==> src/rtl/rr_arbiter8_pkg.sv <==
// rr_arb_pkg: shared state type, id width and rotate helper for the round-robin arbiter
package rr_arb_pkg;
  typedef enum logic {IDLE = 1'b0, GRANT = 1'b1} state_t;
  localparam int ID_W = 3;
  function automatic logic [7:0] rotr8(input logic [7:0] v, input logic [ID_W-1:0] sh);
    logic [15:0] d;
    d = {v, v} >> sh;
    return d[7:0];
  endfunction
endpackage

==> src/rtl/rr_arbiter8_if.sv <==
// rr_arbiter8_if: request/grant bundle between requesters and the arbiter
interface rr_arbiter8_if;
  import rr_arb_pkg::*;
  logic [7:0] req;
  logic [7:0] gnt;
  logic [ID_W-1:0] gnt_id;
  logic gnt_valid;
  logic timeout;
  modport master (output req, input gnt, gnt_id, gnt_valid, timeout);
  modport slave (input req, output gnt, gnt_id, gnt_valid, timeout);
endinterface

==> src/rtl/rr_mask_encoder8.sv <==
// rr_mask_encoder8: first set request at or after ptr, wrapping mod 8
module rr_mask_encoder8
  import rr_arb_pkg::*;
(
  input  logic [7:0]      req,
  input  logic [ID_W-1:0] ptr,
  output logic            any,
  output logic [ID_W-1:0] idx
);
  logic [7:0] rot;
  logic [ID_W-1:0] lo;
  always_comb begin
    rot = rotr8(req, ptr);
    lo = '0;
    for (int i = 7; i >= 0; i--) lo = rot[i] ? ID_W'(i) : lo;
  end
  assign any = |req;
  assign idx = lo + ptr;
endmodule

==> src/rtl/rr_arbiter8.sv <==
// rr_arbiter8: round-robin arbiter for 8 requesters with registered grant and hold timeout
module rr_arbiter8
  import rr_arb_pkg::*;
#(
  parameter int MAX_HOLD = 16,
  parameter int CNT_W = 8
) (
  input logic clk,
  input logic rst,
  rr_arbiter8_if.slave b
);
  state_t state, state_d;
  logic [ID_W-1:0] ptr, ptr_d, id, id_d, win;
  logic [CNT_W-1:0] cnt, cnt_d;
  logic to, to_d, any, own_req, expire;
  rr_mask_encoder8 u_enc (.req(b.req), .ptr(ptr), .any(any), .idx(win));
  assign own_req = b.req[id];
  assign expire = MAX_HOLD != 0 && cnt == CNT_W'(MAX_HOLD - 1);
  always_ff @(posedge clk or posedge rst) begin
    if (rst) begin
      state <= IDLE;
      ptr <= '0;
      id <= '0;
      cnt <= '0;
      to <= 1'b0;
    end else begin
      state <= state_d;
      ptr <= ptr_d;
      id <= id_d;
      cnt <= cnt_d;
      to <= to_d;
    end
  end
  // Any release goes through IDLE, giving the mandatory dead cycle before the next grant
  always_comb begin
    state_d = state;
    ptr_d = ptr;
    id_d = id;
    cnt_d = cnt;
    to_d = 1'b0;
    if (state == IDLE) begin
      state_d = any ? GRANT : IDLE;
      id_d = any ? win : id;
      cnt_d = any ? '0 : cnt;
    end else if (!own_req || expire) begin
      state_d = IDLE;
      ptr_d = id + 1'b1;
      to_d = own_req;
    end else begin
      cnt_d = &cnt ? cnt : cnt + 1'b1;
    end
  end
  always_comb begin
    b.gnt = state == GRANT ? 8'(1) << id : 8'h00;
    b.gnt_valid = state == GRANT;
    b.gnt_id = id;
    b.timeout = to;
  end
  assert property (@(posedge clk) disable iff (rst) !$isunknown(b.req));
  assert property (@(posedge clk) disable iff (rst) $onehot0(b.gnt) && !(b.timeout && b.gnt_valid));
endmodule

==> src/flat_wrapper.sv <==
// flat-port wrapper written by rule: the top's interface ports become plain ports
module rr_arbiter8_flat import rr_arb_pkg::*;
#(
  parameter int MAX_HOLD = 16,
  parameter int CNT_W = 8
)
  (clk, rst, b_req, b_gnt, b_gnt_id, b_gnt_valid, b_timeout);
  rr_arbiter8_if b_i ();
  input logic clk;
  input logic rst;
  input wire logic [$bits(b_i.req)-1:0] b_req;
  output wire logic [$bits(b_i.gnt)-1:0] b_gnt;
  output wire logic [$bits(b_i.gnt_id)-1:0] b_gnt_id;
  output wire logic [$bits(b_i.gnt_valid)-1:0] b_gnt_valid;
  output wire logic [$bits(b_i.timeout)-1:0] b_timeout;
  assign b_i.req = b_req;
  assign b_gnt = b_i.gnt;
  assign b_gnt_id = b_i.gnt_id;
  assign b_gnt_valid = b_i.gnt_valid;
  assign b_timeout = b_i.timeout;
  rr_arbiter8 #(.MAX_HOLD(MAX_HOLD), .CNT_W(CNT_W)) u_core (.clk(clk), .rst(rst), .b(b_i));
endmodule
==> config.mk <==
export PLATFORM = sky130hd
export DESIGN_NAME = rr_arbiter8_flat
export DESIGN_NICKNAME = d
export VERILOG_FILES = /design/src/rtl/rr_arbiter8_pkg.sv /design/src/rtl/rr_arbiter8_if.sv /design/src/rtl/rr_mask_encoder8.sv /design/src/rtl/rr_arbiter8.sv /design/src/flat_wrapper.sv
export SDC_FILE = /design/constraint.sdc
export NUM_CORES = 1
export LEC_CHECK = 0
export ABC_AREA = 0
export CAP_MARGIN = 20
export CORE_ASPECT_RATIO = 0.7
export CORE_MARGIN = 4
export CORE_UTILIZATION = 40
export DETAILED_ROUTE_END_ITERATION = 12
export PLACE_DENSITY = 0.72
export REMOVE_ABC_BUFFERS = 1
export SLEW_MARGIN = 20
export SYNTH_ARGS = -nofsm -noshare
export SYNTH_HDL_FRONTEND = slang
export SYNTH_SLANG_ARGS = --single-unit
==> constraint.sdc <==
create_clock -name clk -period 9 [get_ports clk]
set_clock_uncertainty 0.15 [all_clocks]
set_input_delay 1.35 -clock clk [delete_from_list [all_inputs] [get_ports clk]]
set_output_delay 1.35 -clock clk [all_outputs]
set_load 0.02 [all_outputs]
==> impl_results.md, run 1 <==
- Asr flop ratio synth: 1.000
- Min-Delay Path Class: register to register
- Mean post-synth cell area: between 8 and 9 um2
- CP Capture Type: register
- Compound-Gate Fraction of Synth Area: 0.2064
- Hold_ws: 0.3381 ns
- Worst-Margin Slew: between 0.8 and 0.9 ns
- Global route overflow: 0
- DR vias/cell: 5.592
- Worst EP required: between 9 and 10 ns
- ANT cells: 0
- WS Path Type: primary input to register
- Final hold viol count: 0
- Wirelength per Cell: between 10 and 15 um
- #FFs+latches synth: 16
- Final Core Density: 0.4822
- Worst-Skew Late Latency: between 0.2 and 0.3 ns
- Initial Utilization: 0.4179
- Status: finished clean
- Mux cell area share after synthesis: 0.1100
- CP max FO: 9
- CTS tree: built
- Buffers on Ports: 22
- Sequential area share after synthesis: 0.2428
- Clk buf depth: 2
- Unrepaired setup endpoints after global routing: no
- Max Fclk: about 240 MHz
- Slew Viols, Final: 0
- Final non-filler cell area: approximately 1900 um2
- GPL Wtd Cong: around 0.9
- Final cycle utilization of the critical path: 0.4700
- Pre-antenna DRT Iters: 4
- Placed cells: between 200 and 300
- Placed inst area: 1848 um2
- Largest net degree at the start of global routing: 28
- Max Cap Violations: 0
- Post-synth EDFFs: 0
- Syn. warnings: 0
- Clock-pin slew on the worst setup and hold paths: roughly 0.060 ns
- Layout Cells excl Fill: 265
- First-pass GRT wire length: 6.382 mm
- Post-route setup slack: 4.770 ns
- Antenna-violating nets left: 0
- Power Total: 568.7 uW
- DP Wirelength: roughly 2.8 mm
- CP Launch Type: primary input
- Power Density: roughly 300 nW/um2
- CTS sink cnt: 16
- Total GRT Usage: 0.1506
- Post-Synth XOR/XNOR Area: 0.02124
- Worst rel slew slack: 0.4252
- Post-Synth Adder-Cell Area: 0.07284
- Commonest non-fill, non-tap cell in the layout: nand2_1
- Hold Buf Count CTS: 0
- Largest family of logic cells by synthesized area: simple AND/OR/NAND/NOR gates
- Via count: ~1500
- Max H-tree Level: 1
- Place WS: 4.552 ns
- Routed WL: between 3 and 4 mm
- Simple-gate share of the synthesized area: 0.2785
- Static Leak: just over 0.8 nW
- Dominant cell type by area after synthesis: dfrtp_1
- Post_cts resized: 0
- Die span in x: between 80 and 90 um
- Area Growth Syn to Fin: 15.40%
- Filler instances: 391
- Layout cells sized above 1: 0.07042
- Fin crit period: roughly 4.2 ns
- Nets@finish: 233
- Root Driver: clkbuf_8
- Ports: 23
- Iteration-0 DRC Markers: 169
- Number of setup violations in the final report: 0
- Commonest non-fill, non-tap cells in the layout: nand2_1, clkdlybuf4s50_1, dfrtp_1
- Core area: about 4000 um2
- Num rows: 19
- Full die area: between 5000 and 6000 um2
- Setup TNS: 0 ns
- Total setup buffers inserted after CTS: 0
- Gate count of the mapped netlist: 200
- Largest cells by area after synthesis: dfrtp_1, nand2_1, ha_1, mux2i_1, mux4_1
- DRC errors left: 0
- Post-synth top area share: 0.2428
- Most common flop cell mapped by yosys: dfrtp_1
- Mapped Area: around 1600 um2
- Arrival @ worst endpoint: approximately 4.2 ns
- Num CTS Buffers: 3
- Count of cell types in the netlist: 53
- Die Height: ~62 um
- Vias in the first global route: 1288
- Worst vdd ir: about 0.12 mV
- Initial antenna violation count: 0
==> state kept, by name, indices dropped and copies added, names as in the netlist <==
| signal | cells |
|---|---|
| u_core.b.timeout | 1 |
| u_core.b.gnt_id | 3 |
| u_core.cnt | 8 |
| u_core.b.gnt_valid | 1 |
| u_core.ptr | 3 |
==> logic make-up after synthesis <==
logic type / count (synthesis)
buffers and inverters: 20
and+or+nand+nor: 89
DFF: 16
muxes: 13
xor gates and xnor gates: 4
AOI/OAI and AO/OA: 49
adders and majority gates: 9
==> critical path, stage by stage <==
cell and delay (ns):
clkdlybuf4s50_1 0.60, nand2b_1 0.23, nand2_1 0.11, o21a_1 0.17, o311ai_0 0.30, o311ai_1 0.17, a21oi_1 0.20, ha_1 0.17
inv_1 0.05, fa_1 0.37, xor2_1 0.16, and3_1 0.18, o31ai_1 0.19
==> power by group <==
group,internal [mW],switching [mW]
Sequential,0.0926,0.0717
Combinational,0.160,0.181
Clock,0.0388,0.0242
==> synthesized netlist by cell type (all sizes together) (2+ instances only) <==
library cell,n
a2111oi,2
a211oi,5
a21o,2
a21oi,10
a31oi,5
a32oi,2
and2,3
and3,10
and4,3
buf,8
clkbuf,5
dfrtp,16
ha,8
inv,7
mux2,2
mux2i,9
mux4,2
nand2,28
nand2b,3
nand3,8
nand4,3
nor2,14
nor3,12
o2111a,2
o21a,2
o21ai,10
o311ai,2
xor2,3
==> path summary, 6_finish.rpt <==
kind / from / cells after the start / end / slack [ns]
worst max-delay path: b_req[0] / 13 / u_core.b.gnt_id[2]$_DFFE_PP0P_ / 4.77
worst min-delay path: u_core.cnt[3]$_DFFE_PP0P_ / 1 / u_core.cnt[3]$_DFFE_PP0P_ / 0.34
worst max register to register: u_core.ptr[0]$_DFFE_PP0P_ / 12 / u_core.b.gnt_id[2]$_DFFE_PP0P_ / 5.52
worst min register to register: u_core.cnt[3]$_DFFE_PP0P_ / 1 / u_core.cnt[3]$_DFFE_PP0P_ / 0.34
max in group asynchronous: rst / 2 / u_core.b.gnt_id[0]$_DFFE_PP0P_ / 6.97
min in group asynchronous: rst / 2 / u_core.cnt[4]$_DFFE_PP0P_ / 1.34
==> cell type report <==
| class | count | area (um2) | share of cell area |
|---|---|---|---|
| inverter | 7 | 26.28 | 0.01381 |
| timing repair buffer | 22 | 220.2 | 0.1157 |
| sequential | 16 | 400.4 | 0.2104 |
| clock buffer | 4 | 55.05 | 0.02893 |
| multi-input combinational | 164 | 1136 | 0.5970 |
| tap | 52 | 65.06 | 0.03419 |
==> routing by layer <==
metal | wire length [um] | up-vias | global-route usage
li1 | - | 761 | -
met1 | 1917 | 663 | 0.2296
met2 | 1542 | 55 | 0.2252
met3 | 328 | 3 | 0.03030
met4 | 12 | 0 | 0.02257
met5 | 0 | - | 0
No activity file was read; power rests on OpenSTA's default activity.
==> run 2, diff against run 1 <==
--- a/config.mk
+++ b/config.mk
@@ -11,7 +11,7 @@
 export CORE_MARGIN = 4
 export CORE_UTILIZATION = 40
 export DETAILED_ROUTE_END_ITERATION = 12
-export PLACE_DENSITY = 0.72
+export PLACE_DENSITY = 0.75
 export REMOVE_ABC_BUFFERS = 1
 export SLEW_MARGIN = 20
 export SYNTH_ARGS = -nofsm -noshare
==> constraint.sdc (replaced) <==
create_clock -name clk -period 3.8 [get_ports clk]
set_clock_uncertainty 0.15 [all_clocks]
set_input_delay 0.57 -clock clk [delete_from_list [all_inputs] [get_ports clk]]
set_output_delay 0.57 -clock clk [all_outputs]
set_load 0.02 [all_outputs]
==> run 2 against run 1 <==
Power rose by 140%; critical path depth did not move; first-iteration DRC count rose by 43%; combinational power rose by 150%; clock-buffer cell count did not move; highest routed layer unchanged.
==> impl_results.md, run 2 (synthesis gave the netlist of run 1 again) <==
- Status: finished clean
- Worst Setup EP: u_core.b.gnt_id[2]$_DFFE_PP0P_
- Commonest non-fill, non-tap cells in the layout: nand2_1, clkdlybuf4s50_1, dfrtp_1
- GPL Wtd Cong: 0.9807 (+9.2%)
- Layer with the highest usage: met2
- Max H-tree Level: 1 (unchanged)
- Total GRT Usage: 0.1474 (-0.003192)
- Commonest non-fill, non-tap cell in the layout: nand2_1
- Unrepaired setup endpoints after global routing: no
- Placed cells: 266 (+1.9%)
- Sw power: 662.3 uW (+140%)
- Num rows: 19 (unchanged)
- R2r worst-path depth: 12 (unchanged)
- RR Endpoint: u_core.b.gnt_id[2]$_DFFE_PP0P_
- Worst-Margin Slew: 0.7306 ns (-0.1316 ns)
- Full die area: 5230 um2 (unchanged)
- Initial antenna violation count: 0 (unchanged)
- Worst-Skew Late Latency: 0.25 ns (about the same)
- Routed WL: 3.861 mm (+1.6%)
- Final cycle utilization of the critical path: 0.8812
- Post-route setup slack: 0.4516 ns (-4.318 ns)
- Largest net degree at the start of global routing: 22 (-21%)
- Fin crit period: 3.348 ns
- Core area: 3946 um2 (unchanged)
- Clock power share: 0.112 (about the same)
- Wirelength per Cell: 14.30 um (-0.28%)
- DRC errors left: 0 (unchanged)
- Iteration-0 DRC Markers: 241 (+43%)
- ANT cells: 0 (unchanged)
- Max Fclk: around 300 MHz
- Comb power frac: 0.618 (+0.018)
- Number of setup violations in the final report: 0 (unchanged)
- Flip-flop count of the largest register after layout: 8 (unchanged)
- WS Path Type: primary input to register
- Met2 Use GR: 0.2285 (+0.003344)
- Min-Delay Path Class: register to register
- Pre-antenna DRT Iters: 5 (+1)
- Setup crit start: b_req[6]
- CP Launch Type: primary input
- CTS sink cnt: 16 (unchanged)
- Reg power frac: 0.270 (-0.019)
- Static Leak: 0.8317 nW (+3.0%)
- Max Cap Violations: 0 (unchanged)
- Initial Utilization: 0.4179 (unchanged)
- Internal power: 697.1 uW (+140%)
- Clk buf depth: 2 (unchanged)
- Place WS: 0.2536 ns (-4.299 ns)
- Die span in x: 84.75 um (unchanged)
- Nets@finish: 238 (+2.1%)
- First-pass GRT wire length: 6.272 mm (-1.7%)
- Arrival @ worst endpoint: 3.35 ns (-0.89 ns)
- Root Driver: clkbuf_8
- Sw Share: 0.4872 (about the same)
- CTS tree: built
- Biggest register: u_core.cnt
- Num CTS Buffers: 3 (unchanged)
- Hold Buf Count CTS: 0 (unchanged)
- Layout Cells excl Fill: 270 (+1.9%)
- Via count: 1599 (+7.9%)
- DP Wirelength: 2.949 mm (+4.1%)
- Worst vdd ir: 0.2923 mV (+150%)
- Die Height: 61.72 um (unchanged)
- Final hold viol count: 0 (unchanged)
- CP max FO: 8 (-1)
- Area Growth Syn to Fin: 17.68%
- Setup TNS: 0 ns (unchanged)
- Layout cells sized above 1: 0.09174 (+0.02132)
- Filler instances: 367 (-6.1%)
- Ports: 23 (unchanged)
- Worst rel slew slack: 0.5130 (+0.08771)
- Antenna-violating nets left: 0 (unchanged)
- Post_cts resized: 0 (unchanged)
- Global route overflow: 0 (unchanged)
- Met1 global-route usage: 0.2102 (-0.01940)
- Worst EP required: 3.80 ns (-5.21 ns)
- Power Density: 700.5 nW/um2 (+130%)
- Reg-to-reg setup timing slack: 0.67 ns (-4.85 ns)
- DR vias/cell: 5.922 (+5.9%)
- Worst R2R Start: u_core.ptr[0]$_DFFE_PP0P_
- Vias in the first global route: 1296 (+0.62%)
- M3 GR Usage: 0.04875 (+0.01845)
- Total setup buffers inserted after CTS: 0 (unchanged)
- Buffers on Ports: 22 (unchanged)
- Clock-pin slew on the worst setup and hold paths: 0.07 ns (about the same)
- CP Capture Type: register
- Slew Viols, Final: 0 (unchanged)
run 2: cell count changes in the layout (fill, tap and decap cells not counted), sizes merged:
cell,change
buf,+5
run 2: through the flow:
step             util  hold slack [ns]  power (mW)  cell area (um2)
2_1_floorplan       -           0.3018      0.9340             1563
3_3_place_gp   0.4778           0.3296       1.190             1886
3_5_place_dp   0.4778           0.3422       1.203             1886
4_1_cts        0.4918           0.3519       1.357             1941
5_1_grt        0.4918           0.3684       1.473             1941
6_report       0.4918           0.3534       1.359             1941
run 2: how the worst min path moves through the flow:
stage,from,endpoint,depth (start not counted)
after floorplan,u_core.cnt[3]$_DFFE_PP0P_,u_core.cnt[3]$_DFFE_PP0P_,1
after global placement,u_core.cnt[3]$_DFFE_PP0P_,u_core.cnt[3]$_DFFE_PP0P_,1
after detailed placement,u_core.cnt[3]$_DFFE_PP0P_,u_core.cnt[3]$_DFFE_PP0P_,1
after CTS,u_core.cnt[3]$_DFFE_PP0P_,u_core.cnt[3]$_DFFE_PP0P_,1
after global routing,u_core.cnt[3]$_DFFE_PP0P_,u_core.cnt[3]$_DFFE_PP0P_,1
final,u_core.cnt[3]$_DFFE_PP0P_,u_core.cnt[3]$_DFFE_PP0P_,1
run 2: power groups by stage:
stage          logic [mW]  clock network (mW)  registers [mW]
6_report            0.841               0.152           0.367
5_1_grt             0.932               0.163           0.378
4_1_cts             0.841               0.154           0.362
3_5_place_dp        0.838                   0           0.365
3_3_place_gp        0.828                   0           0.362
2_1_floorplan       0.566                   0           0.368
run 2: routing by layer:
layer / routed length, um / up-vias / part of all wire
met4: 19 / 0 / 0.0049
met5: 0 / - / 0
met3: 366 / 2 / 0.095
met2: 1621 / 88 / 0.42
li1: - / 779 / -
met1: 1854 / 730 / 0.48
run 2: cell type report:
type                       count  area (um2)  share of cell area
clock buffer                   4       55.05             0.02837
inverter                       7       26.28             0.01354
multi-input combinational    164        1136              0.5854
sequential                    16       400.4              0.2063
tap                           52       65.06             0.03353
timing repair buffer          27       257.7              0.1328
run 2: critical path, stage by stage:
cell and delay, ns:
clkdlybuf4s50_1 0.55, nor2b_1 0.25, a211oi_1 0.25, a31oi_1 0.08, a211oi_1 0.25, o311ai_1 0.12, a21oi_1 0.17, ha_1 0.16
inv_1 0.05, fa_1 0.36, xor2_1 0.16, and3_1 0.18, o31ai_1 0.20
==> run 3, diff against run 2 <==
--- a/config.mk
+++ b/config.mk
@@ -9,9 +9,9 @@
 export CAP_MARGIN = 20
 export CORE_ASPECT_RATIO = 0.7
 export CORE_MARGIN = 4
-export CORE_UTILIZATION = 40
+export CORE_UTILIZATION = 50
 export DETAILED_ROUTE_END_ITERATION = 12
-export PLACE_DENSITY = 0.75
+export PLACE_DENSITY = 0.88
 export REMOVE_ABC_BUFFERS = 1
 export SLEW_MARGIN = 20
 export SYNTH_ARGS = -nofsm -noshare
==> run 3 against run 2 <==
Routed wire length increased by 12%; clock power about the same; non-clock buffer count decreased by 2; largest cell class unchanged; register-to-register slack got worse by 0.25 ns; die area decreased by 18%; largest power group unchanged; critical path type unchanged.
==> impl_results.md, run 3 (synthesis gave the netlist of run 1 again) <==
- DP Wirelength: 3.170 mm (+7.5%)
- RR Endpoint: u_core.b.gnt_id[2]$_DFFE_PP0P_
- CTS tree: built
- DRC errors left: 0 (unchanged)
- Min-Delay Path Class: register to register
- Power Density: 730.6 nW/um2 (+4.3%)
- Pre-antenna DRT Iters: 5 (unchanged)
- CP Launch Type: primary input
- Die span in x: 76.64 um (-9.6%)
- Reg-to-reg setup timing slack: 0.42 ns (-0.25 ns)
- Num CTS Buffers: 3 (unchanged)
- Full die area: 4296 um2 (-18%)
- DR vias/cell: 6.504 (+9.8%)
- Wirelength per Cell: 17.09 um (+19%)
- Setup TNS: 0 ns (unchanged)
- Final cycle utilization of the critical path: 0.9081 (+0.02689)
- Sw power: 689.3 uW (+4.1%)
- Commonest non-fill, non-tap cell in the layout: nand2_1
- Post_cts resized: 0 (unchanged)
- Sw Share: 0.4945 (+0.007257)
- Filler instances: 274 (-25%)
- Nets@finish: 236 (-0.84%)
- Max H-tree Level: 1 (unchanged)
- Internal power: 704.7 uW (+1.1%)
- Die Height: 56.05 um (-9.2%)
- WHS Path Cells: 1 (unchanged)
- Area Growth Syn to Fin: 15.71%
- Fin crit period: 3.451 ns (+0.1022 ns)
- Status: finished clean
- Flip-flop count of the largest register after layout: 8 (unchanged)
- Ports: 23 (unchanged)
- Worst R2R Start: u_core.ptr[0]$_DFFE_PP0P_
- Arrival @ worst endpoint: 3.45 ns (+0.10 ns)
- CTS sink cnt: 16 (unchanged)
- Comb power frac: 0.639 (+0.021)
- Clk buf depth: 2 (unchanged)
- WS Path Type: primary input to register
- Root Driver: clkbuf_8
- Static Leak: 0.8221 nW (-1.1%)
- Worst-Skew Late Latency: 0.25 ns (about the same)
- Total GRT Usage: 0.2051 (+0.05771)
- Max Fclk: 289.8 MHz (-3.0%)
- Worst EP required: 3.80 ns (about the same)
- Unrepaired setup endpoints after global routing: no
- Num rows: 17 (-2)
- First-pass GRT wire length: 7.238 mm (+15%)
- ANT cells: 0 (unchanged)
- Biggest register: u_core.cnt
- Final non-filler cell area: 1908 um2 (-1.7%)
- Placed cells: 250 (-6.0%)
- Worst vdd ir: 0.2688 mV (-8.0%)
- Vias in the first global route: 1490 (+15%)
- Iteration-0 DRC Markers: 305 (+27%)
- Hold Path Origin: u_core.cnt[3]$_DFFE_PP0P_
- Total setup buffers inserted after CTS: 0 (unchanged)
- Layout cells sized above 1: 0.08333 (-0.008410)
- GPL Wtd Cong: 0.9980 (+1.8%)
- Reg power frac: 0.253 (-0.017)
- Initial antenna violation count: 0 (unchanged)
- Buffers on Ports: 22 (unchanged)
- Worst-Margin Slew: 0.7149 ns (-0.01568 ns)
- Core area: 3148 um2 (-20%)
- Worst rel slew slack: 0.5234 (+0.01046)
- Final Core Density: 0.6061 (+0.1144)
- Max Cap Violations: 0 (unchanged)
- Clock power share: 0.108 (-0.004)
- Slew Viols, Final: 0 (unchanged)
- Placed inst area: 1853 um2 (-1.7%)
- CP Capture Type: register
- Antenna-violating nets left: 0 (unchanged)
- Commonest non-fill, non-tap cells in the layout: nand2_1, clkdlybuf4s50_1, dfrtp_1
- Routed WL: 4.340 mm (+12%)
- Clock-pin slew on the worst setup and hold paths: 0.06 ns (about the same)
- Via count: 1652 (+3.3%)
- Initial Utilization: 0.5238 (+0.1060)
- Layout Cells excl Fill: 254 (-5.9%)
- R2r worst-path depth: 12 (unchanged)
- WHS Endpoint: u_core.cnt[3]$_DFFE_PP0P_
- Number of setup violations in the final report: 0 (unchanged)
- Global route overflow: 0 (unchanged)
- Hold Buf Count CTS: 0 (unchanged)
- Final hold viol count: 0 (unchanged)
- CP max FO: 8 (unchanged)
- Largest net degree at the start of global routing: 22 (unchanged)
[run 3: cell type report]
class                   instances  area [um2]  share of cell area
multi-input cells             164        1136              0.5954
flip-flops and latches         16       400.4              0.2098
repair buffers                 25       242.7              0.1272
clock buffers                   4       55.05             0.02885
well taps                      38       47.55             0.02492
inverters                       7       26.28             0.01377
[run 3: layer usage]
metal / vias to the layer above / global-route usage / share of wire
li1: 781 / - / -
met1: 754 / 0.2984 / 0.45
met2: 103 / 0.3204 / 0.44
met3: 14 / 0.03074 / 0.094
met4: 0 / 0.04651 / 0.019
met5: - / 0 / 0
[run 3: power by group through the flow]
stage,logic [mW],clock network (mW),registers [mW]
floorplan,0.566,0,0.368
global placement,0.840,0,0.347
detailed placement,0.871,0,0.351
CTS,0.881,0.150,0.349
global route,0.975,0.161,0.367
finish,0.891,0.150,0.353
[run 3: through the flow]
step                      hold slack (ns)  setup slack [ns]  power [mW]
after detailed placement           0.3669            0.1339       1.222
after global placement             0.3248            0.2759       1.188
final                              0.3991            0.3494       1.394
after global routing               0.4032            0.1748       1.503
after CTS                          0.3809            0.3822       1.381
after floorplan                    0.3018            0.7750      0.9340
[run 3: worst max-delay path by stage]
stage	start	slack [ns]	cells past startpoint	to
3_5_place_dp	b_req[4]	0.13	13	u_core.b.gnt_id[2]$_DFFE_PP0P_
2_1_floorplan	u_core.ptr[0]$_DFFE_PP0P_	0.77	12	u_core.b.gnt_id[2]$_DFFE_PP0P_
3_3_place_gp	b_req[6]	0.28	13	u_core.b.gnt_id[2]$_DFFE_PP0P_
4_1_cts	b_req[4]	0.38	13	u_core.b.gnt_id[2]$_DFFE_PP0P_
5_1_grt	b_req[7]	0.17	12	u_core.b.gnt_id[2]$_DFFE_PP0P_
6_report	b_req[4]	0.35	13	u_core.b.gnt_id[2]$_DFFE_PP0P_
[run 3: worst max-delay path, stage by stage]
cell and delay (ns):
clkdlybuf4s50_1 0.55, nand2b_1 0.21, nand3_1 0.09, o21a_1 0.16, o311ai_0 0.38, o311ai_1 0.19
a21oi_1 0.19, ha_1 0.16, inv_1 0.04, fa_1 0.37, xor2_1 0.16, and3_1 0.18
o31ai_1 0.20
